`config.mk`:
```
export PLATFORM = sky130hd
export DESIGN_NAME = radio_bridge_seq_flat
export DESIGN_NICKNAME = d
export VERILOG_FILES = /design/src/rtl/radio_bridge_pkg.sv /design/src/rtl/radio_bridge_seq_if.sv /design/src/rtl/radio_mode_fsm.sv /design/src/rtl/radio_bridge_seq.sv /design/src/flat_wrapper.sv
export SDC_FILE = /design/constraint.sdc
export NUM_CORES = 1
export LEC_CHECK = 0
export ABC_AREA = 1
export CAP_MARGIN = 40
export CORE_MARGIN = 5
export CORE_UTILIZATION = 42
export CTS_CLUSTER_DIAMETER = 60
export DETAILED_ROUTE_END_ITERATION = 6
export GPL_ROUTABILITY_DRIVEN = 0
export GPL_TIMING_DRIVEN = 0
export PLACE_DENSITY = 0.84
export SLEW_MARGIN = 10
export SYNTH_ARGS = -nofsm -noshare
export SYNTH_HDL_FRONTEND = slang
export SYNTH_SLANG_ARGS = --single-unit
export TNS_END_PERCENT = 30
```
`constraint.sdc`:
```
create_clock -name converter_clock_in -period 4.6 [get_ports converter_clock_in]
set_input_delay 1.15 -clock converter_clock_in [delete_from_list [all_inputs] [get_ports converter_clock_in]]
set_output_delay 1.15 -clock converter_clock_in [all_outputs]
set_load 0.05 [all_outputs]
```
`src/rtl/radio_bridge_pkg.sv`:
```
// Shared types and defaults for the radio bridge: mode states, gain-bus select
// and the settle-counter width.
package radio_bridge_pkg;

  localparam int DEF_DAC_WIDTH     = 16;
  localparam int DEF_ADC_WIDTH     = 14;
  localparam int DEF_RSSI_WIDTH    = 10;
  localparam int DEF_TX_GAIN_WIDTH = 6;
  localparam int DEF_RF_GAIN_WIDTH = 2;
  localparam int DEF_BB_GAIN_WIDTH = 5;
  localparam int DEF_B_WIDTH       = 7;
  localparam int DEF_TX_SETTLE     = 8;
  localparam int DEF_RX_SETTLE     = 16;
  localparam int CNT_W             = 8;

  typedef enum logic [2:0] {
    IDLE,
    TX_SETUP,
    TX_ACTIVE,
    TX_DRAIN,
    RX_SETUP,
    RX_ACTIVE
  } state_e;

  typedef enum logic [1:0] {
    GSEL_ZERO,
    GSEL_TX,
    GSEL_RX
  } gain_sel_e;

  // The counter runs from SETTLE-1 down to 0, so SETTLE cycles are spent in setup.
  function automatic logic [CNT_W-1:0] settle_load(input int unsigned settle);
    return CNT_W'(settle - 1);
  endfunction

endpackage

```
`src/rtl/radio_bridge_seq_if.sv`:
```
// Bundle of controller, user and radio-board signals of the radio bridge.
// "slave" is the bridge's view, "master" is the surrounding logic's view.
interface radio_bridge_seq_if
  import radio_bridge_pkg::*;
#(
  parameter int DAC_WIDTH     = DEF_DAC_WIDTH,
  parameter int ADC_WIDTH     = DEF_ADC_WIDTH,
  parameter int RSSI_WIDTH    = DEF_RSSI_WIDTH,
  parameter int TX_GAIN_WIDTH = DEF_TX_GAIN_WIDTH,
  parameter int RF_GAIN_WIDTH = DEF_RF_GAIN_WIDTH,
  parameter int BB_GAIN_WIDTH = DEF_BB_GAIN_WIDTH,
  parameter int B_WIDTH       = DEF_B_WIDTH
) ();

  logic                            controller_TxEn;
  logic                            controller_RxEn;
  logic        [TX_GAIN_WIDTH-1:0] user_Tx_gain;
  logic        [RF_GAIN_WIDTH-1:0] user_RxRF_gain;
  logic        [BB_GAIN_WIDTH-1:0] user_RxBB_gain;
  logic signed [DAC_WIDTH-1:0]     user_DAC_I;
  logic signed [DAC_WIDTH-1:0]     user_DAC_Q;
  logic signed [ADC_WIDTH-1:0]     radio_ADC_I;
  logic signed [ADC_WIDTH-1:0]     radio_ADC_Q;
  logic        [RSSI_WIDTH-1:0]    radio_RSSI_ADC_D;

  logic signed [DAC_WIDTH-1:0]     radio_DAC_I;
  logic signed [DAC_WIDTH-1:0]     radio_DAC_Q;
  logic signed [ADC_WIDTH-1:0]     user_ADC_I;
  logic signed [ADC_WIDTH-1:0]     user_ADC_Q;
  logic                            user_ADC_valid;
  logic        [RSSI_WIDTH-1:0]    user_RSSI_ADC_D;
  logic                            radio_TxEn;
  logic                            radio_RxEn;
  logic        [B_WIDTH-1:0]       radio_B;
  logic                            tx_ready;
  logic                            rx_ready;
  logic                            mode_conflict;

  modport master (
    output controller_TxEn, controller_RxEn,
    output user_Tx_gain, user_RxRF_gain, user_RxBB_gain,
    output user_DAC_I, user_DAC_Q,
    output radio_ADC_I, radio_ADC_Q, radio_RSSI_ADC_D,
    input  radio_DAC_I, radio_DAC_Q,
    input  user_ADC_I, user_ADC_Q, user_ADC_valid, user_RSSI_ADC_D,
    input  radio_TxEn, radio_RxEn, radio_B,
    input  tx_ready, rx_ready, mode_conflict
  );

  modport slave (
    input  controller_TxEn, controller_RxEn,
    input  user_Tx_gain, user_RxRF_gain, user_RxBB_gain,
    input  user_DAC_I, user_DAC_Q,
    input  radio_ADC_I, radio_ADC_Q, radio_RSSI_ADC_D,
    output radio_DAC_I, radio_DAC_Q,
    output user_ADC_I, user_ADC_Q, user_ADC_valid, user_RSSI_ADC_D,
    output radio_TxEn, radio_RxEn, radio_B,
    output tx_ready, rx_ready, mode_conflict
  );

endinterface

```
`src/rtl/radio_mode_fsm.sv`:
```
// Tx/Rx mode sequencer: orders enable, gain and data gating around the settle
// counters. Enables/ready are registered from the next state.
module radio_mode_fsm
  import radio_bridge_pkg::*;
#(
  parameter int TX_SETTLE = DEF_TX_SETTLE,
  parameter int RX_SETTLE = DEF_RX_SETTLE
) (
  input  logic      clk,
  input  logic      rst_n,
  input  logic      tx_req,
  input  logic      rx_req,
  output logic      tx_en,
  output logic      rx_en,
  output logic      tx_ready,
  output logic      rx_ready,
  output logic      conflict,
  output gain_sel_e gain_sel,
  output logic      dac_pass,
  output logic      rx_live
);

  state_e            state_q;
  state_e            state_d;
  logic [CNT_W-1:0]  cnt_q;
  logic [CNT_W-1:0]  cnt_d;
  logic              conflict_d;

  always_ff @(posedge clk or negedge rst_n) begin
    if (!rst_n) begin
      state_q  <= IDLE;
      cnt_q    <= '0;
      conflict <= 1'b0;
    end else begin
      state_q  <= state_d;
      cnt_q    <= cnt_d;
      conflict <= conflict_d;
    end
  end

  always_comb begin
    state_d    = state_q;
    cnt_d      = cnt_q;
    conflict_d = conflict;
    gain_sel   = GSEL_ZERO;
    dac_pass   = 1'b0;
    rx_live    = 1'b0;

    unique case (state_q)
      IDLE: begin
        if (tx_req && rx_req) begin
          conflict_d = 1'b1;
        end else if (tx_req) begin
          state_d = TX_SETUP;
          cnt_d   = settle_load(TX_SETTLE);
        end else if (rx_req) begin
          state_d = RX_SETUP;
          cnt_d   = settle_load(RX_SETTLE);
        end
      end
      TX_SETUP: begin
        if (!tx_req)            state_d = TX_DRAIN;
        else if (cnt_q == '0)   state_d = TX_ACTIVE;
        else                    cnt_d   = cnt_q - CNT_W'(1);
      end
      TX_ACTIVE: begin
        if (!tx_req) state_d = TX_DRAIN;
      end
      TX_DRAIN: begin
        state_d = IDLE;
      end
      RX_SETUP: begin
        if (!rx_req)            state_d = IDLE;
        else if (cnt_q == '0)   state_d = RX_ACTIVE;
        else                    cnt_d   = cnt_q - CNT_W'(1);
      end
      RX_ACTIVE: begin
        if (!rx_req) state_d = IDLE;
      end
      default: state_d = IDLE;
    endcase

    // Datapath selects follow the state being entered on this edge.
    unique case (state_d)
      TX_ACTIVE: begin
        gain_sel = GSEL_TX;
        dac_pass = 1'b1;
      end
      RX_SETUP:  gain_sel = GSEL_RX;
      RX_ACTIVE: begin
        gain_sel = GSEL_RX;
        rx_live  = 1'b1;
      end
      default: ;
    endcase
  end

  always_ff @(posedge clk or negedge rst_n) begin
    if (!rst_n) begin
      tx_en    <= 1'b0;
      rx_en    <= 1'b0;
      tx_ready <= 1'b0;
      rx_ready <= 1'b0;
    end else begin
      tx_en    <= state_d inside {TX_SETUP, TX_ACTIVE, TX_DRAIN};
      rx_en    <= state_d inside {RX_SETUP, RX_ACTIVE};
      tx_ready <= (state_d == TX_ACTIVE);
      rx_ready <= (state_d == RX_ACTIVE);
    end
  end

endmodule

```
`src/rtl/radio_bridge_seq.sv`:
```
// Radio bridge top: registered DAC/ADC/RSSI/gain paths gated by the Tx/Rx
// mode sequencer.
module radio_bridge_seq
  import radio_bridge_pkg::*;
#(
  parameter int DAC_WIDTH     = DEF_DAC_WIDTH,
  parameter int ADC_WIDTH     = DEF_ADC_WIDTH,
  parameter int RSSI_WIDTH    = DEF_RSSI_WIDTH,
  parameter int TX_GAIN_WIDTH = DEF_TX_GAIN_WIDTH,
  parameter int RF_GAIN_WIDTH = DEF_RF_GAIN_WIDTH,
  parameter int BB_GAIN_WIDTH = DEF_BB_GAIN_WIDTH,
  parameter int B_WIDTH       = DEF_B_WIDTH,
  parameter int TX_SETTLE     = DEF_TX_SETTLE,
  parameter int RX_SETTLE     = DEF_RX_SETTLE
) (
  input logic               converter_clock_in,
  input logic               converter_reset_n,
  radio_bridge_seq_if.slave bus
);

  logic      tx_en;
  logic      rx_en;
  logic      tx_ready;
  logic      rx_ready;
  logic      conflict;
  gain_sel_e gain_sel;
  logic      dac_pass;
  logic      rx_live;

  logic signed [DAC_WIDTH-1:0]  dac_i_p1;
  logic signed [DAC_WIDTH-1:0]  dac_q_p1;
  logic signed [ADC_WIDTH-1:0]  adc_i_p1;
  logic signed [ADC_WIDTH-1:0]  adc_q_p1;
  logic                         vld_p1;
  logic        [RSSI_WIDTH-1:0] rssi_p1;
  logic        [B_WIDTH-1:0]    gain_p1;

  function automatic logic signed [DAC_WIDTH-1:0] blank_dac(
    input logic                        pass,
    input logic signed [DAC_WIDTH-1:0] sample
  );
    return pass ? sample : '0;
  endfunction

  function automatic logic [B_WIDTH-1:0] gain_word(
    input gain_sel_e                sel,
    input logic [TX_GAIN_WIDTH-1:0] tx_gain,
    input logic [RF_GAIN_WIDTH-1:0] rf_gain,
    input logic [BB_GAIN_WIDTH-1:0] bb_gain
  );
    logic [B_WIDTH-1:0] word;
    word = '0;
    case (sel)
      GSEL_TX: word = B_WIDTH'({1'b0, tx_gain});
      GSEL_RX: word = B_WIDTH'({rf_gain, bb_gain});
      default: word = '0;
    endcase
    return word;
  endfunction

  radio_mode_fsm #(
    .TX_SETTLE (TX_SETTLE),
    .RX_SETTLE (RX_SETTLE)
  ) u_fsm (
    .clk      (converter_clock_in),
    .rst_n    (converter_reset_n),
    .tx_req   (bus.controller_TxEn),
    .rx_req   (bus.controller_RxEn),
    .tx_en    (tx_en),
    .rx_en    (rx_en),
    .tx_ready (tx_ready),
    .rx_ready (rx_ready),
    .conflict (conflict),
    .gain_sel (gain_sel),
    .dac_pass (dac_pass),
    .rx_live  (rx_live)
  );

  // Stage p1: every converter-side path is one register deep.
  always_ff @(posedge converter_clock_in or negedge converter_reset_n) begin
    if (!converter_reset_n) begin
      dac_i_p1 <= '0;
      dac_q_p1 <= '0;
      adc_i_p1 <= '0;
      adc_q_p1 <= '0;
      vld_p1   <= 1'b0;
      rssi_p1  <= '0;
      gain_p1  <= '0;
    end else begin
      dac_i_p1 <= blank_dac(dac_pass, bus.user_DAC_I);
      dac_q_p1 <= blank_dac(dac_pass, bus.user_DAC_Q);
      adc_i_p1 <= bus.radio_ADC_I;
      adc_q_p1 <= bus.radio_ADC_Q;
      vld_p1   <= rx_live;
      rssi_p1  <= bus.radio_RSSI_ADC_D;
      gain_p1  <= gain_word(gain_sel, bus.user_Tx_gain, bus.user_RxRF_gain,
                            bus.user_RxBB_gain);
    end
  end

  assign bus.radio_DAC_I     = dac_i_p1;
  assign bus.radio_DAC_Q     = dac_q_p1;
  assign bus.user_ADC_I      = adc_i_p1;
  assign bus.user_ADC_Q      = adc_q_p1;
  assign bus.user_ADC_valid  = vld_p1;
  assign bus.user_RSSI_ADC_D = rssi_p1;
  assign bus.radio_B         = gain_p1;
  assign bus.radio_TxEn      = tx_en;
  assign bus.radio_RxEn      = rx_en;
  assign bus.tx_ready        = tx_ready;
  assign bus.rx_ready        = rx_ready;
  assign bus.mode_conflict   = conflict;

endmodule

```
`src/flat_wrapper.sv`:
```
// flat-port wrapper written by rule: the top's interface ports become plain ports
module radio_bridge_seq_flat import radio_bridge_pkg::*;
#(
  parameter int DAC_WIDTH     = DEF_DAC_WIDTH,
  parameter int ADC_WIDTH     = DEF_ADC_WIDTH,
  parameter int RSSI_WIDTH    = DEF_RSSI_WIDTH,
  parameter int TX_GAIN_WIDTH = DEF_TX_GAIN_WIDTH,
  parameter int RF_GAIN_WIDTH = DEF_RF_GAIN_WIDTH,
  parameter int BB_GAIN_WIDTH = DEF_BB_GAIN_WIDTH,
  parameter int B_WIDTH       = DEF_B_WIDTH,
  parameter int TX_SETTLE     = DEF_TX_SETTLE,
  parameter int RX_SETTLE     = DEF_RX_SETTLE
)
  (converter_clock_in, converter_reset_n, bus_controller_TxEn, bus_controller_RxEn, bus_user_Tx_gain, bus_user_RxRF_gain, bus_user_RxBB_gain, bus_user_DAC_I, bus_user_DAC_Q, bus_radio_ADC_I, bus_radio_ADC_Q, bus_radio_RSSI_ADC_D, bus_radio_DAC_I, bus_radio_DAC_Q, bus_user_ADC_I, bus_user_ADC_Q, bus_user_ADC_valid, bus_user_RSSI_ADC_D, bus_radio_TxEn, bus_radio_RxEn, bus_radio_B, bus_tx_ready, bus_rx_ready, bus_mode_conflict);
  radio_bridge_seq_if #(.DAC_WIDTH(DAC_WIDTH), .ADC_WIDTH(ADC_WIDTH), .RSSI_WIDTH(RSSI_WIDTH), .TX_GAIN_WIDTH(TX_GAIN_WIDTH), .RF_GAIN_WIDTH(RF_GAIN_WIDTH), .BB_GAIN_WIDTH(BB_GAIN_WIDTH), .B_WIDTH(B_WIDTH)) bus_i ();
  input logic converter_clock_in;
  input logic converter_reset_n;
  input wire logic [$bits(bus_i.controller_TxEn)-1:0] bus_controller_TxEn;
  input wire logic [$bits(bus_i.controller_RxEn)-1:0] bus_controller_RxEn;
  input wire logic [$bits(bus_i.user_Tx_gain)-1:0] bus_user_Tx_gain;
  input wire logic [$bits(bus_i.user_RxRF_gain)-1:0] bus_user_RxRF_gain;
  input wire logic [$bits(bus_i.user_RxBB_gain)-1:0] bus_user_RxBB_gain;
  input wire logic [$bits(bus_i.user_DAC_I)-1:0] bus_user_DAC_I;
  input wire logic [$bits(bus_i.user_DAC_Q)-1:0] bus_user_DAC_Q;
  input wire logic [$bits(bus_i.radio_ADC_I)-1:0] bus_radio_ADC_I;
  input wire logic [$bits(bus_i.radio_ADC_Q)-1:0] bus_radio_ADC_Q;
  input wire logic [$bits(bus_i.radio_RSSI_ADC_D)-1:0] bus_radio_RSSI_ADC_D;
  output wire logic [$bits(bus_i.radio_DAC_I)-1:0] bus_radio_DAC_I;
  output wire logic [$bits(bus_i.radio_DAC_Q)-1:0] bus_radio_DAC_Q;
  output wire logic [$bits(bus_i.user_ADC_I)-1:0] bus_user_ADC_I;
  output wire logic [$bits(bus_i.user_ADC_Q)-1:0] bus_user_ADC_Q;
  output wire logic [$bits(bus_i.user_ADC_valid)-1:0] bus_user_ADC_valid;
  output wire logic [$bits(bus_i.user_RSSI_ADC_D)-1:0] bus_user_RSSI_ADC_D;
  output wire logic [$bits(bus_i.radio_TxEn)-1:0] bus_radio_TxEn;
  output wire logic [$bits(bus_i.radio_RxEn)-1:0] bus_radio_RxEn;
  output wire logic [$bits(bus_i.radio_B)-1:0] bus_radio_B;
  output wire logic [$bits(bus_i.tx_ready)-1:0] bus_tx_ready;
  output wire logic [$bits(bus_i.rx_ready)-1:0] bus_rx_ready;
  output wire logic [$bits(bus_i.mode_conflict)-1:0] bus_mode_conflict;
  assign bus_i.controller_TxEn = bus_controller_TxEn;
  assign bus_i.controller_RxEn = bus_controller_RxEn;
  assign bus_i.user_Tx_gain = bus_user_Tx_gain;
  assign bus_i.user_RxRF_gain = bus_user_RxRF_gain;
  assign bus_i.user_RxBB_gain = bus_user_RxBB_gain;
  assign bus_i.user_DAC_I = bus_user_DAC_I;
  assign bus_i.user_DAC_Q = bus_user_DAC_Q;
  assign bus_i.radio_ADC_I = bus_radio_ADC_I;
  assign bus_i.radio_ADC_Q = bus_radio_ADC_Q;
  assign bus_i.radio_RSSI_ADC_D = bus_radio_RSSI_ADC_D;
  assign bus_radio_DAC_I = bus_i.radio_DAC_I;
  assign bus_radio_DAC_Q = bus_i.radio_DAC_Q;
  assign bus_user_ADC_I = bus_i.user_ADC_I;
  assign bus_user_ADC_Q = bus_i.user_ADC_Q;
  assign bus_user_ADC_valid = bus_i.user_ADC_valid;
  assign bus_user_RSSI_ADC_D = bus_i.user_RSSI_ADC_D;
  assign bus_radio_TxEn = bus_i.radio_TxEn;
  assign bus_radio_RxEn = bus_i.radio_RxEn;
  assign bus_radio_B = bus_i.radio_B;
  assign bus_tx_ready = bus_i.tx_ready;
  assign bus_rx_ready = bus_i.rx_ready;
  assign bus_mode_conflict = bus_i.mode_conflict;
  radio_bridge_seq #(.DAC_WIDTH(DAC_WIDTH), .ADC_WIDTH(ADC_WIDTH), .RSSI_WIDTH(RSSI_WIDTH), .TX_GAIN_WIDTH(TX_GAIN_WIDTH), .RF_GAIN_WIDTH(RF_GAIN_WIDTH), .BB_GAIN_WIDTH(BB_GAIN_WIDTH), .B_WIDTH(B_WIDTH), .TX_SETTLE(TX_SETTLE), .RX_SETTLE(RX_SETTLE)) u_core (.converter_clock_in(converter_clock_in), .converter_reset_n(converter_reset_n), .bus(bus_i));
endmodule
```
Word-level counts from Yosys, hierarchy flattened
Cells that the tools add are included.
{"block": "op_classes", "n_eq_ne": 15, "n_reduce_logical": 9, "addsub": 1, "mux": 23}
{"op": "$mux 8", "count": 6}
{"op": "$mux 16", "count": 2}
{"op": "$mux 3", "count": 9}
{"op": "$pmux 8 s3", "count": 1}
{"op": "$pmux 3 s5", "count": 1}
{"op": "$pmux 7 s2", "count": 1}
{"op": "$eq 3x3->1 const B", "count": 4}
{"op": "$eq 3x2->1 const B", "count": 3}
{"op": "$logic_not 8->1", "count": 1}
{"op": "$sub 8x1->8 const B", "count": 1}
{"op": "$eq 3x1->1 const B", "count": 2}
{"op": "$ne 2x2->1 const B", "count": 3}
{"op": "$reduce_bool 3->1", "count": 2}
{"op": "$reduce_and 5->1", "count": 1}
{"op": "$pmux 2 s2", "count": 1}
{"op": "$logic_not 3->1", "count": 1}
{"op": "$ne 3x3->1 const B", "count": 1}
{"op": "$eq 2x1->1 const B", "count": 1}
{"op": "$eq 2x2->1 const B", "count": 1}
{"op": "$mux 1", "count": 2}
{"op": "$reduce_and 2->1", "count": 1}
{"op": "$reduce_bool 2->1", "count": 1}
{"op": "$reduce_or 2->1", "count": 1}
{"op": "$logic_and 1x1->1", "count": 1}
{"block": "totals", "inputBits": 87, "reg_bits": 94, "elab_cells": 62}

Longest topological paths before layout
Gate-level depths: netlist (run 1).
{"block": "depth", "depth_word": 9, "ltp_mapped": 13}

Modules after synthesis
From an unflattened synthesis (run 1), not the netlist that was laid out.
{"block": "hier_totals", "hier_cells": 308, "area_unflattened_um2": 3308.2}
{"module": "radio_bridge_seq", "area_per_inst_um2": 2341.0, "cells_per_inst": 169, "n_inst": 1, "seq_area_each_um2": 1951.9}
{"module": "radio_mode_fsm", "area_per_inst_um2": 967.2, "cells_per_inst": 139, "n_inst": 1, "seq_area_each_um2": 400.4}

Worst setup path before layout (run 1)
Ideal clock, no wire load.
{"block": "synth_timing", "path_kind": "input-to-reg", "from": "input bus_controller_TxEn", "to": "register u_core.gain_p1[0] (netlist: u_core.bus.radio_B[0])", "stages": 10, "t_required_ps": 4522, "setup_ps": 78, "arrival_time_ps": 2380, "n_path_buf": 1, "path_slack_ps": 2142, "path_cell_list": "inv_1 > nor2_1 > nand3_1 > nand3_1 > nor2_4 > nand3_4 > buf_6 > inv_1 > ha_1 > a21oi_1"}
{"block": "synth_between", "elab_chain_cells": 8, "word_cells_on_any_way": 14, "cone_classes": "eq/ne: 5; mux: 7; reduce/logical: 2"}
{"element": "from (decl)", "line": "flat_wrapper.sv:18", "text": "input wire logic [$bits(bus_i.controller_TxEn)-1:0] bus_controller_TxEn;"}
{"element": "$mux 3 or $logic_and 1x1->1 (tied branches)", "line": "radio_mode_fsm.sv:53, radio_mode_fsm.sv:51"}
{"element": "$mux 3", "line": "radio_mode_fsm.sv:51", "text": "if (tx_req && rx_req) begin"}
{"element": "$pmux 3 s5 *", "line": "radio_mode_fsm.sv:49", "text": "unique case (state_q)"}
{"element": "$eq 3x3->1", "line": "radio_mode_fsm.sv:84", "text": "unique case (state_d)"}
{"element": "$reduce_or 2->1 (no source line)"}
{"element": "$pmux 2 s2 *", "line": "radio_mode_fsm.sv:84"}
{"element": "$eq 2x2->1 or $eq 2x1->1 (tied branches)", "line": "radio_bridge_seq.sv:53", "text": "case (sel)"}
{"element": "$pmux 7 s2 *", "line": "radio_bridge_seq.sv:53"}
{"element": "to (signal assigned)", "line": "radio_bridge_seq.sv:96", "text": "gain_p1 <= gain_word(gain_sel, bus.user_Tx_gain, bus.user_RxRF_gain,"}
{"element": "to (decl)", "line": "radio_bridge_seq.sv:36", "text": "logic [B_WIDTH-1:0] gain_p1;"}
Every way passes the cells marked *; elsewhere a longest branch is shown, timed or not.
A chain may end at the register's enable or synchronous reset.

Worst setup path after layout (run 1)
Same ends and word-level chain as after synthesis.

==> results by group, run 1 <==
Power
  • Combinational share of power: 0.454
  • Clock Power Share: 0.179
  • Sw frac: 0.425
  • Internal power: 0.00163 W
  • Leak: 2.52 nW
  • Register share of total power: 0.367
  • P per Cell Area: 538 nW/um2
  • Worst VDD drop: 0.000344 V
  • NetSw: 0.00121 W

STA
  • Final Hold Fails: 0
  • Slew Limit Fails: 0
  • Crit path time final: 2900 ps
  • Final Setup Violations: 0
  • Unrepaired setup endpoints after global routing: false
  • Final WS setup: 1700 ps
  • Max Fclk: 0.345 GHz
  • Actual slew at the worst max-slew pin: 586 ps
  • Slew HR: 0.609
  • Setup TNS Final: 0 ps
  • Post-route clock skew: 11.5 ps
  • Final period util: 0.631

Critical path
  • CP max-delay cell: clkdlybuf4s50_1
  • Worst-path fanout max: 10
  • Startpoint Class: input pin
  • Critical path class: input pin to flop
  • RR Startpoint: u_core.u_fsm.cnt_q[0]$_DFFE_PN0P_
  • Endpoint class of the critical path: flop
  • WP data required: 4870 ps
  • WP buf/inv: 4
  • Arr. time, crit path: 3170 ps
  • Critical path's top delay family: buffers and inverters
  • Crit path from: bus_controller_TxEn
  • Crit-path cells: clkdlybuf4s50_1 > inv_1 > nor2_1 > nand3_1 > nand3_1 > nor2_4 > nand3_4 > buf_6 > inv_1 > ha_1 > a21oi_1
  • CP peak stage delay: 500 ps

Yosys
  • Syn Area/Cell: 11.2 um2
  • Seq/Total Area, Yosys: 0.717
  • Flops & latches, synth: 93
  • Yosys warns: 0
  • Cell taking the most area after synthesis: dfrtp_1
  • Synth Cell Area: 3250 um2
  • Top cell type's share of synthesized area: 0.717
  • Syn_nets: 379
  • Mapped Cells: 289
  • Distinct cells, synth: 22
  • Synth top area cells: dfrtp_1 (72%), inv_1 (6.1%), nand2_1 (5.3%)

Placed design
  • Dpl hpwl: 6800 um
  • Placement Setup Slack: 1370 ps
  • Post-Place Cells: 561
  • Port Buf Inserts: 169

Clock network
  • Maximum buffer depth of the clock tree: 2
  • CTS sink cnt: 93
  • Clock Latency Late Sink: 350 ps
  • Worst-path clk slew: 90 ps
  • CTS tree: done
  • TritonCTS Buffers: 9
  • Resize count post-CTS: 0
  • Post-cts hold buffer count: 0
  • Htree depth: 3
  • Setup bufs post-CTS: 0
  • Root Buffer: clkbuf_8

Run status
  • Status: complete, no violations

GRT
  • Largest net degree at the start of global routing: 48
  • Total GRT Usage: 0.180
  • First-pass GRT wire length: 13500 um
  • Total grt overflow: 0
  • Antenna violations before repair: 0
  • Vias in the first global route: 2617

Die
  • Die Footprint: 9590 um2
  • Cell row count: 32
  • Initial Utilization: 0.425
  • Die extent in x: 97.9 um
  • I/O Pins: 170
  • Die Ht: 97.9 um
  • Core area: 7650 um2

Finish
  • Number of nets in the layout: 560
  • Share of layout cells above drive strength 1: 0.0863
  • N_diodes: 0
  • Synth-to-Final Area Change: 62.5%
  • Commonest non-fill, non-tap cells in the layout: clkdlybuf4s50_1 (168), dfrtp_1 (93), inv_1 (53), nand2_1 (46), nor2_1 (36)
  • Most common cell after layout, fill and taps aside: clkdlybuf4s50_1
  • Fillers: 568
  • Cell Count, Final, Fillers Out: 577

Route
  • DR vias/cell: 4.45
  • Total Routed Length: 8550 um
  • Vias: 2567
  • Router iterations before antenna repair: 5
  • Final ANT Viol Nets: 0
  • DR iter-0 viols: 78
  • # DRC: 0
  • WL/cell: 14.8 um

Worst hold path
  • Hold Crit Class: flop to flop
  • Hold Startpoint: u_core.u_fsm.conflict$_DFFE_PN0P_

Flow run
  • MaxCap Viol Count: 0
worst register-to-register path: stages, from the launching register on:
cell and delay (ps):
dfrtp_1 390, inv_1 110, ha_1 250, nand2_1 110, nor2_4 180, nand2_1 70, nand2_1 80, nand2_1 160
nand3_4 160, buf_6 190, inv_1 70, ha_1 370, a21oi_1 150
synth_stat cells, drive strengths merged:
cell   number
inv        55
buf         5
nand3      13
nand2      46
a21oi       8
xnor2       1
dfrtp      93
xor2        3
o21ai      12
nor2       49
nor3        1
ha          3
flip-flops by register name, summed over array words and instances (netlist names), 3 cells and up:
signal,flops
u_core.u_fsm.state_q,3
u_core.bus.radio_B,7
u_core.bus.radio_DAC_I,16
u_core.bus.user_RSSI_ADC_D,10
u_core.bus.user_ADC_I,14
u_core.bus.user_ADC_Q,14
u_core.u_fsm.cnt_q,8
u_core.bus.radio_DAC_Q,16
path summary, 6_finish.rpt:
check	end	depth (start not counted)	slack, ps
max	u_core.bus.radio_B[0]$_DFF_PN0_	11	1700
min	u_core.u_fsm.conflict$_DFFE_PN0P_	2	490
max reg2reg	u_core.bus.radio_B[0]$_DFF_PN0_	12	2250
min reg2reg	u_core.u_fsm.conflict$_DFFE_PN0P_	2	490
max in group asynchronous	u_core.bus.radio_DAC_Q[13]$_DFF_PN0_	2	3180
min in group asynchronous	u_core.bus.user_ADC_Q[1]$_DFF_PN0_	1	800
final cells by class:
cell class	instances	area, um2	share of cell area
inverters	55	206	0.0391
clock inverters	4	31.3	0.00593
clock buffers	12	155	0.0294
plain buffers	5	46.3	0.00877
flip-flops and latches	93	2330	0.441
multi-input cells	136	667	0.126
repair buffers	170	1720	0.325
well taps	102	128	0.0242
cells by family (layout without fill, tap and decap cells):
family          after synthesis  in the layout  share of synthesized area
compound gates               20             20                     0.0331
xor+xnor                      4              4                     0.0108
fa+ha+maj                     3              3                     0.0116
buf+inv                      60            246                     0.0778
flops                        93             93                      0.717
simple gates                109            109                      0.150
stage by stage:
step,area (um2),total power (W),hold WS [ps],util
floorplan,3250,0.00190,497,-
CTS,5280,0.00286,490,0.690
finish,5280,0.00284,488,0.690
detailed placement,5090,0.00235,463,0.666
global placement,5070,0.00231,451,0.662
global route,5280,0.00300,524,0.690
power groups by stage:
stage	clock network [W]	logic, W	registers, W
2_1_floorplan	0	0.000429	0.00147
3_3_place_gp	0	0.00126	0.00105
3_5_place_dp	0	0.00129	0.00106
4_1_cts	0.000526	0.00129	0.00104
5_1_grt	0.000566	0.00138	0.00106
6_report	0.000510	0.00129	0.00104
routing by layer:
metal / GRT usage / part of all wire
met5: 0 / 0
met4: 0.0554 / 0.022
met3: 0.0543 / 0.077
met2: 0.333 / 0.53
met1: 0.198 / 0.37
No activity file was read; power rests on OpenSTA's default activity.
==> run 2, diff against run 1 <==
--- a/config.mk
+++ b/config.mk
@@ -8,12 +8,12 @@
 export ABC_AREA = 1
 export CAP_MARGIN = 40
 export CORE_MARGIN = 5
-export CORE_UTILIZATION = 42
+export CORE_UTILIZATION = 39
 export CTS_CLUSTER_DIAMETER = 60
 export DETAILED_ROUTE_END_ITERATION = 6
 export GPL_ROUTABILITY_DRIVEN = 0
 export GPL_TIMING_DRIVEN = 0
-export PLACE_DENSITY = 0.84
+export PLACE_DENSITY = 0.78
 export SLEW_MARGIN = 10
 export SYNTH_ARGS = -nofsm -noshare
 export SYNTH_HDL_FRONTEND = slang
==> constraint.sdc (replaced) <==
create_clock -name converter_clock_in -period 3 [get_ports converter_clock_in]
set_input_delay 0.75 -clock converter_clock_in [delete_from_list [all_inputs] [get_ports converter_clock_in]]
set_output_delay 0.75 -clock converter_clock_in [all_outputs]
set_load 0.05 [all_outputs]
==> run 2 against run 1 <==
Hold slack worse by 28 ps. Flip-flop and latch count stayed put. Global-route usage is 1.4 points lower. Combinational power is 51% higher. Non-clock buffer count stayed put. Via count is 3.1% lower. Utilization is 4.2 points lower. Count of clock-buffer cells in the layout is 1 lower. Wire length is 4.7% lower. First-iteration DRC count is 35% lower. Clock skew is 2.1 ps lower.
==> results by group, run 2 (synthesized netlist as in run 1, its figures left out) <==
GRT
  • Antenna violations before repair: 0 (unchanged)
  • Total GRT Usage: 0.167 (-0.0135)
  • Largest net degree at the start of global routing: 61 (+27%)
  • First-pass GRT wire length: 13100 um (-3.0%)
  • Total grt overflow: 0 (unchanged)
  • Vias in the first global route: 2594 (-0.88%)

Clock network
  • Post-cts hold buffer count: 0 (unchanged)
  • Root Buffer: clkbuf_8
  • Worst-path clk slew: 100 ps (about the same)
  • CTS sink cnt: 93 (unchanged)
  • Resize count post-CTS: 0 (unchanged)
  • Maximum buffer depth of the clock tree: 2 (unchanged)
  • CTS tree: done
  • Htree depth: 3 (unchanged)
  • TritonCTS Buffers: 9 (unchanged)
  • Setup bufs post-CTS: 0 (unchanged)
  • Clock Latency Late Sink: 350 ps (about the same)

Die
  • Initial Utilization: 0.397 (-0.0274)
  • Die extent in x: 101 um (+3.4%)
  • Core area: 8180 um2 (+6.9%)
  • Die Footprint: 10300 um2 (+6.9%)
  • I/O Pins: 170 (unchanged)
  • Die Ht: 101 um (+3.4%)
  • Cell row count: 33 (+3.1%)

Critical path
  • WP data required: 3270 ps (-1600 ps)
  • Worst-path fanout max: 10 (unchanged)
  • RR Endpoint: u_core.bus.radio_B[0]$_DFF_PN0_
  • Reg2Reg Setup Slack: 690 ps (-1560 ps)
  • Endpoint class of the critical path: flop
  • Startpoint Class: input pin
  • Arr. time, crit path: 2740 ps (-430 ps)
  • RR Startpoint: u_core.u_fsm.cnt_q[0]$_DFFE_PN0P_
  • Critical path class: input pin to flop
  • Depth of the worst register-to-register path: 12 (unchanged)

STA
  • Slew Limit Fails: 0 (unchanged)
  • Slew HR: 0.502 (-0.107)
  • Hold_ws: 461 ps (-27.8 ps)
  • Max Fclk: 0.405 GHz
  • Crit path time final: 2470 ps
  • Post-route clock skew: 9.43 ps (-2.09 ps)
  • Final Setup Violations: 0 (unchanged)
  • Final period util: 0.822
  • Unrepaired setup endpoints after global routing: false
  • Final Hold Fails: 0 (unchanged)
  • Actual slew at the worst max-slew pin: 747 ps (+161 ps)

Placed design
  • Port Buf Inserts: 169 (unchanged)
  • Dpl hpwl: 6500 um (-4.3%)

Route
  • Router iterations before antenna repair: 6 (+1)
  • # DRC: 0 (unchanged)
  • Vias: 2488 (-3.1%)
  • Total Routed Length: 8150 um (-4.7%)
  • WL/cell: 14.1 um (-5.1%)
  • DR iter-0 viols: 51 (-35%)
  • Final ANT Viol Nets: 0 (unchanged)
  • DR vias/cell: 4.29 (-3.6%)

Finish
  • N_diodes: 0 (unchanged)
  • Share of layout cells above drive strength 1: 0.0863 (unchanged)
  • Most common cell after layout, fill and taps aside: clkdlybuf4s50_1
  • Fin util: 0.648 (-0.0423)
  • Commonest non-fill, non-tap cells in the layout: clkdlybuf4s50_1 (168), dfrtp_1 (93), inv_1 (53), nand2_1 (46), nor2_1 (36)
  • Number of nets in the layout: 560 (unchanged)
  • Synth-to-Final Area Change: 63.1%

Flow run
  • MaxCap Viol Count: 0 (unchanged)

Power
  • Worst VDD drop: 0.000432 V (+26%)
  • P per Cell Area: 831 nW/um2 (+54%)
  • Leak: 2.54 nW (+0.69%)

Worst hold path
  • Hold Crit Class: input pin to asynchronous set/reset pin

Run status
  • Status: complete, no violations
-- run 2: cell count changes in the layout (fill, tap and decap cells not counted), sizes merged --
| cell | previous run | this run |
|---|---|---|
| clkbuf | 12 | 11 |
| inv | 56 | 57 |
| bufinv | 0 | 1 |
| clkinvlp | 3 | 0 |
| clkinv | 0 | 2 |
-- run 2: worst max path at each step --
stage	start	endpoint	slack, ps	cells after the start
after floorplan	bus_controller_TxEn	u_core.bus.radio_B[0]$_DFF_PN0_	940	10
after global placement	converter_reset_n	u_core.u_fsm.cnt_q[6]$_DFFE_PN0P_	-2100	1
after detailed placement	bus_controller_TxEn	u_core.bus.radio_B[0]$_DFF_PN0_	150	11
after CTS	bus_controller_TxEn	u_core.bus.radio_B[0]$_DFF_PN0_	510	11
after global routing	bus_controller_TxEn	u_core.bus.radio_B[0]$_DFF_PN0_	370	11
final	bus_controller_TxEn	u_core.bus.radio_B[0]$_DFF_PN0_	530	11
-- run 2: metrics by stage --
| step | instance area [um2] | setup slack (ps) | total power (W) | std cells | setup TNS, ps |
|---|---|---|---|---|---|
| 6_report | 5300 | 533 | 0.00440 | 580 | 0 |
| 5_1_grt | 5300 | 374 | 0.00468 | 580 | 0 |
| 4_1_cts | 5300 | 512 | 0.00445 | 580 | 0 |
| 3_5_place_dp | 5090 | 146 | 0.00359 | 564 | 0 |
| 3_3_place_gp | 5070 | -2100 | 0.00355 | 563 | -194830 |
| 2_1_floorplan | 3250 | 942 | 0.00291 | 289 | 0 |
-- run 2: layout make-up --
cell class	instances	area [um2]
inverters	55	206
plain buffers	5	46.3
repair buffers	170	1710
clock buffers	11	141
well taps	105	131
fillers	646	2880
multi-input cells	136	667
clock inverters	5	67.6
flip-flops and latches	93	2330
-- run 2: power by group --
part           internal [W]  total [W]  switching (W)
sequential          0.00149    0.00159       0.000105
combinational      0.000665    0.00195        0.00128
clock              0.000420   0.000858       0.000438
total               0.00258    0.00440        0.00183
-- run 2: critical path: stages --
cell and delay, ps:
clkdlybuf4s50_1 480, inv_1 80, nor2_1 190, nand3_1 110, nand3_1 130, nor2_4 60, nand3_4 130, buf_6 180
inv_1 70, ha_1 370, a21oi_1 170
-- run 2: per-layer routing --
metal  GRT usage  vias to the layer above  part of all wire
li1            -                     1215                 -
met1       0.187                     1166              0.38
met2       0.300                       99              0.52
met3      0.0517                        8             0.093
met4      0.0562                        0            0.0096
met5           0                        -                 0
==> run 3, diff against run 2 <==
--- a/config.mk
+++ b/config.mk
@@ -8,12 +8,12 @@
 export ABC_AREA = 1
 export CAP_MARGIN = 40
 export CORE_MARGIN = 5
-export CORE_UTILIZATION = 39
+export CORE_UTILIZATION = 35
 export CTS_CLUSTER_DIAMETER = 60
 export DETAILED_ROUTE_END_ITERATION = 6
 export GPL_ROUTABILITY_DRIVEN = 0
 export GPL_TIMING_DRIVEN = 0
-export PLACE_DENSITY = 0.78
+export PLACE_DENSITY = 0.74
 export SLEW_MARGIN = 10
 export SYNTH_ARGS = -nofsm -noshare
 export SYNTH_HDL_FRONTEND = slang
==> constraint.sdc (replaced) <==
create_clock -name converter_clock_in -period 2.2 [get_ports converter_clock_in]
set_input_delay 0.55 -clock converter_clock_in [delete_from_list [all_inputs] [get_ports converter_clock_in]]
set_output_delay 0.55 -clock converter_clock_in [all_outputs]
set_load 0.05 [all_outputs]
==> run 3 against run 2 <==
Critical path depth is 10 lower. Highest routed layer unchanged. Utilization is 6.5 points lower. Critical endpoint is now bus_rx_ready. Largest power group unchanged. Clock power is 34% higher.
==> results by group, run 3 (synthesized netlist as in run 1, its figures left out) <==
Critical path
  • WP data required: 1650 ps (-1620 ps)
  • WP buf/inv: 1 (-3)
  • Worst-path fanout max: 2 (-8)
  • Endpoint class of the critical path: output port
  • Critical path's top delay family: buffers and inverters
  • CP peak stage delay: 830 ps (+350 ps)
  • Critical path class: flop to output port
  • Depth of the worst register-to-register path: 12 (unchanged)
  • Arr. time, crit path: 1530 ps (-1210 ps)
  • Crit-path cells: clkdlybuf4s50_1
  • Reg2Reg Setup Slack: 170 ps (-520 ps)
  • RR Endpoint: u_core.bus.radio_B[1]$_DFF_PN0_
  • RR Startpoint: u_core.u_fsm.cnt_q[1]$_DFFE_PN0P_
  • Startpoint Class: flop
  • CP max-delay cell: clkdlybuf4s50_1
  • Crit path depth: 1 (-10)

Placed design
  • Dpl hpwl: 6410 um (-1.4%)
  • Placement Setup Slack: -401 ps (-547 ps)
  • Port Buf Inserts: 169 (unchanged)
  • Post-Place Cells: 570 (+1.1%)

STA
  • Max Fclk: 0.480 GHz
  • Post-route clock skew: 9.13 ps (-0.299 ps)
  • Slew Limit Fails: 0 (unchanged)
  • Crit path time final: 2080 ps
  • Final Setup Violations: 0 (unchanged)
  • Actual slew at the worst max-slew pin: 621 ps (-127 ps)
  • Unrepaired setup endpoints after global routing: false
  • Final period util: 0.947
  • Final Hold Fails: 0 (unchanged)
  • Slew HR: 0.586 (+0.0843)
  • Final WS setup: 117 ps (-415 ps)
  • Hold_ws: 188 ps (-272 ps)

Die
  • Die Ht: 106 um (+5.0%)
  • Die extent in x: 106 um (+5.0%)
  • Die Footprint: 11300 um2 (+10%)
  • Cell row count: 35 (+6.1%)
  • Core area: 9150 um2 (+12%)
  • I/O Pins: 170 (unchanged)
  • Initial Utilization: 0.355 (-0.0424)

GRT
  • First-pass GRT wire length: 13500 um (+3.1%)
  • Antenna violations before repair: 0 (unchanged)
  • Vias in the first global route: 2762 (+6.5%)
  • Total GRT Usage: 0.154 (-0.0128)
  • Largest net degree at the start of global routing: 49 (-20%)
  • Total grt overflow: 0 (unchanged)

Finish
  • Cell Count, Final, Fillers Out: 587 (+1.2%)
  • Most common cell after layout, fill and taps aside: clkdlybuf4s50_1
  • Commonest non-fill, non-tap cells in the layout: clkdlybuf4s50_1 (167), dfrtp_1 (93), inv_1 (52), nand2_1 (46), nor2_1 (35)
  • N_diodes: 0 (unchanged)
  • Synth-to-Final Area Change: 64.3%
  • Fillers: 761 (+18%)
  • Number of nets in the layout: 561 (+0.18%)
  • Fin util: 0.583 (-0.0649)
  • Share of layout cells above drive strength 1: 0.103 (+0.0166)

Power
  • P per Cell Area: 1140 nW/um2 (+37%)
  • Total power: 0.00606 W (+38%)
  • Worst VDD drop: 0.000472 V (+9.3%)
  • Leak: 2.54 nW (about the same)

Clock network
  • Clock Latency Late Sink: 360 ps (about the same)
  • Post-cts hold buffer count: 0 (unchanged)
  • CTS sink cnt: 93 (unchanged)
  • Root Buffer: clkbuf_8
  • Htree depth: 3 (unchanged)
  • CTS tree: done
  • TritonCTS Buffers: 9 (unchanged)
  • Worst-path clk slew: 100 ps (about the same)
  • Maximum buffer depth of the clock tree: 2 (unchanged)

Worst hold path
  • Hold Crit Class: input pin to asynchronous set/reset pin

Route
  • DR vias/cell: 4.29 (about the same)
  • Total Routed Length: 8330 um (+2.1%)
  • Router iterations before antenna repair: 4 (-2)
  • Final ANT Viol Nets: 0 (unchanged)
  • Vias: 2516 (+1.1%)
  • # DRC: 0 (unchanged)
  • DR iter-0 viols: 45 (-12%)
  • WL/cell: 14.2 um (+0.92%)

Flow run
  • MaxCap Viol Count: 0 (unchanged)

Run status
  • Status: complete, no violations
[run 3: timing repair]
action                     CTS  global route
setup buffers                0             1
pin swaps                    0             2
resized for setup            4             3
cloned                       0             0
setup endpoints to repair    7             6
[run 3: stage by stage]
| stage | TNS [ps] | instance area [um2] |
|---|---|---|
| global placement | -258590 | 5080 |
| finish | 0 | 5340 |
| detailed placement | -2530 | 5100 |
| global route | 0 | 5340 |
| floorplan | 0 | 3250 |
| CTS | 0 | 5320 |
[run 3: area by class of cell]
class                           count  area [um2]  share of cell area
Buffer                              5        46.3             0.00868
Clock buffer                        9         124              0.0232
Clock inverter                      7        73.8              0.0138
Inverter                           55         206              0.0387
Multi-Input combinational cell    136         697               0.131
Sequential cell                    93        2330               0.436
Tap cell                          111         139              0.0260
Timing Repair Buffer              171        1720               0.323
[run 3: worst max path at each step]
stage,start,to,slack [ps]
CTS,u_core.u_fsm.cnt_q[0]$_DFFE_PN0P_,u_core.bus.radio_B[1]$_DFF_PN0_,20
finish,u_core.bus.user_ADC_valid$_DFF_PN0_,bus_rx_ready,120
floorplan,u_core.u_fsm.cnt_q[0]$_DFFE_PN0P_,u_core.bus.radio_B[0]$_DFF_PN0_,220
global route,u_core.u_fsm.cnt_q[1]$_DFFE_PN0P_,u_core.bus.radio_B[3]$_DFF_PN0_,4
global placement,converter_reset_n,u_core.bus.user_RSSI_ADC_D[6]$_DFF_PN0_,-2760
detailed placement,bus_controller_TxEn,u_core.bus.radio_B[1]$_DFF_PN0_,-400
[run 3: power by group]
| part | total, W | internal, W | switching (W) |
|---|---|---|---|
| clock network | 0.00115 | 0.000532 | 0.000616 |
| registers | 0.00218 | 0.00203 | 0.000151 |
| logic | 0.00273 | 0.000960 | 0.00177 |
[run 3: metal layers]
metal  global-route usage  vias to the layer above  share of wire
li1                     -                     1216              -
met1                0.171                     1185           0.39
met2                0.279                      103           0.52
met3               0.0401                       12          0.070
met4               0.0620                        0          0.016
met5                    0                        -              0
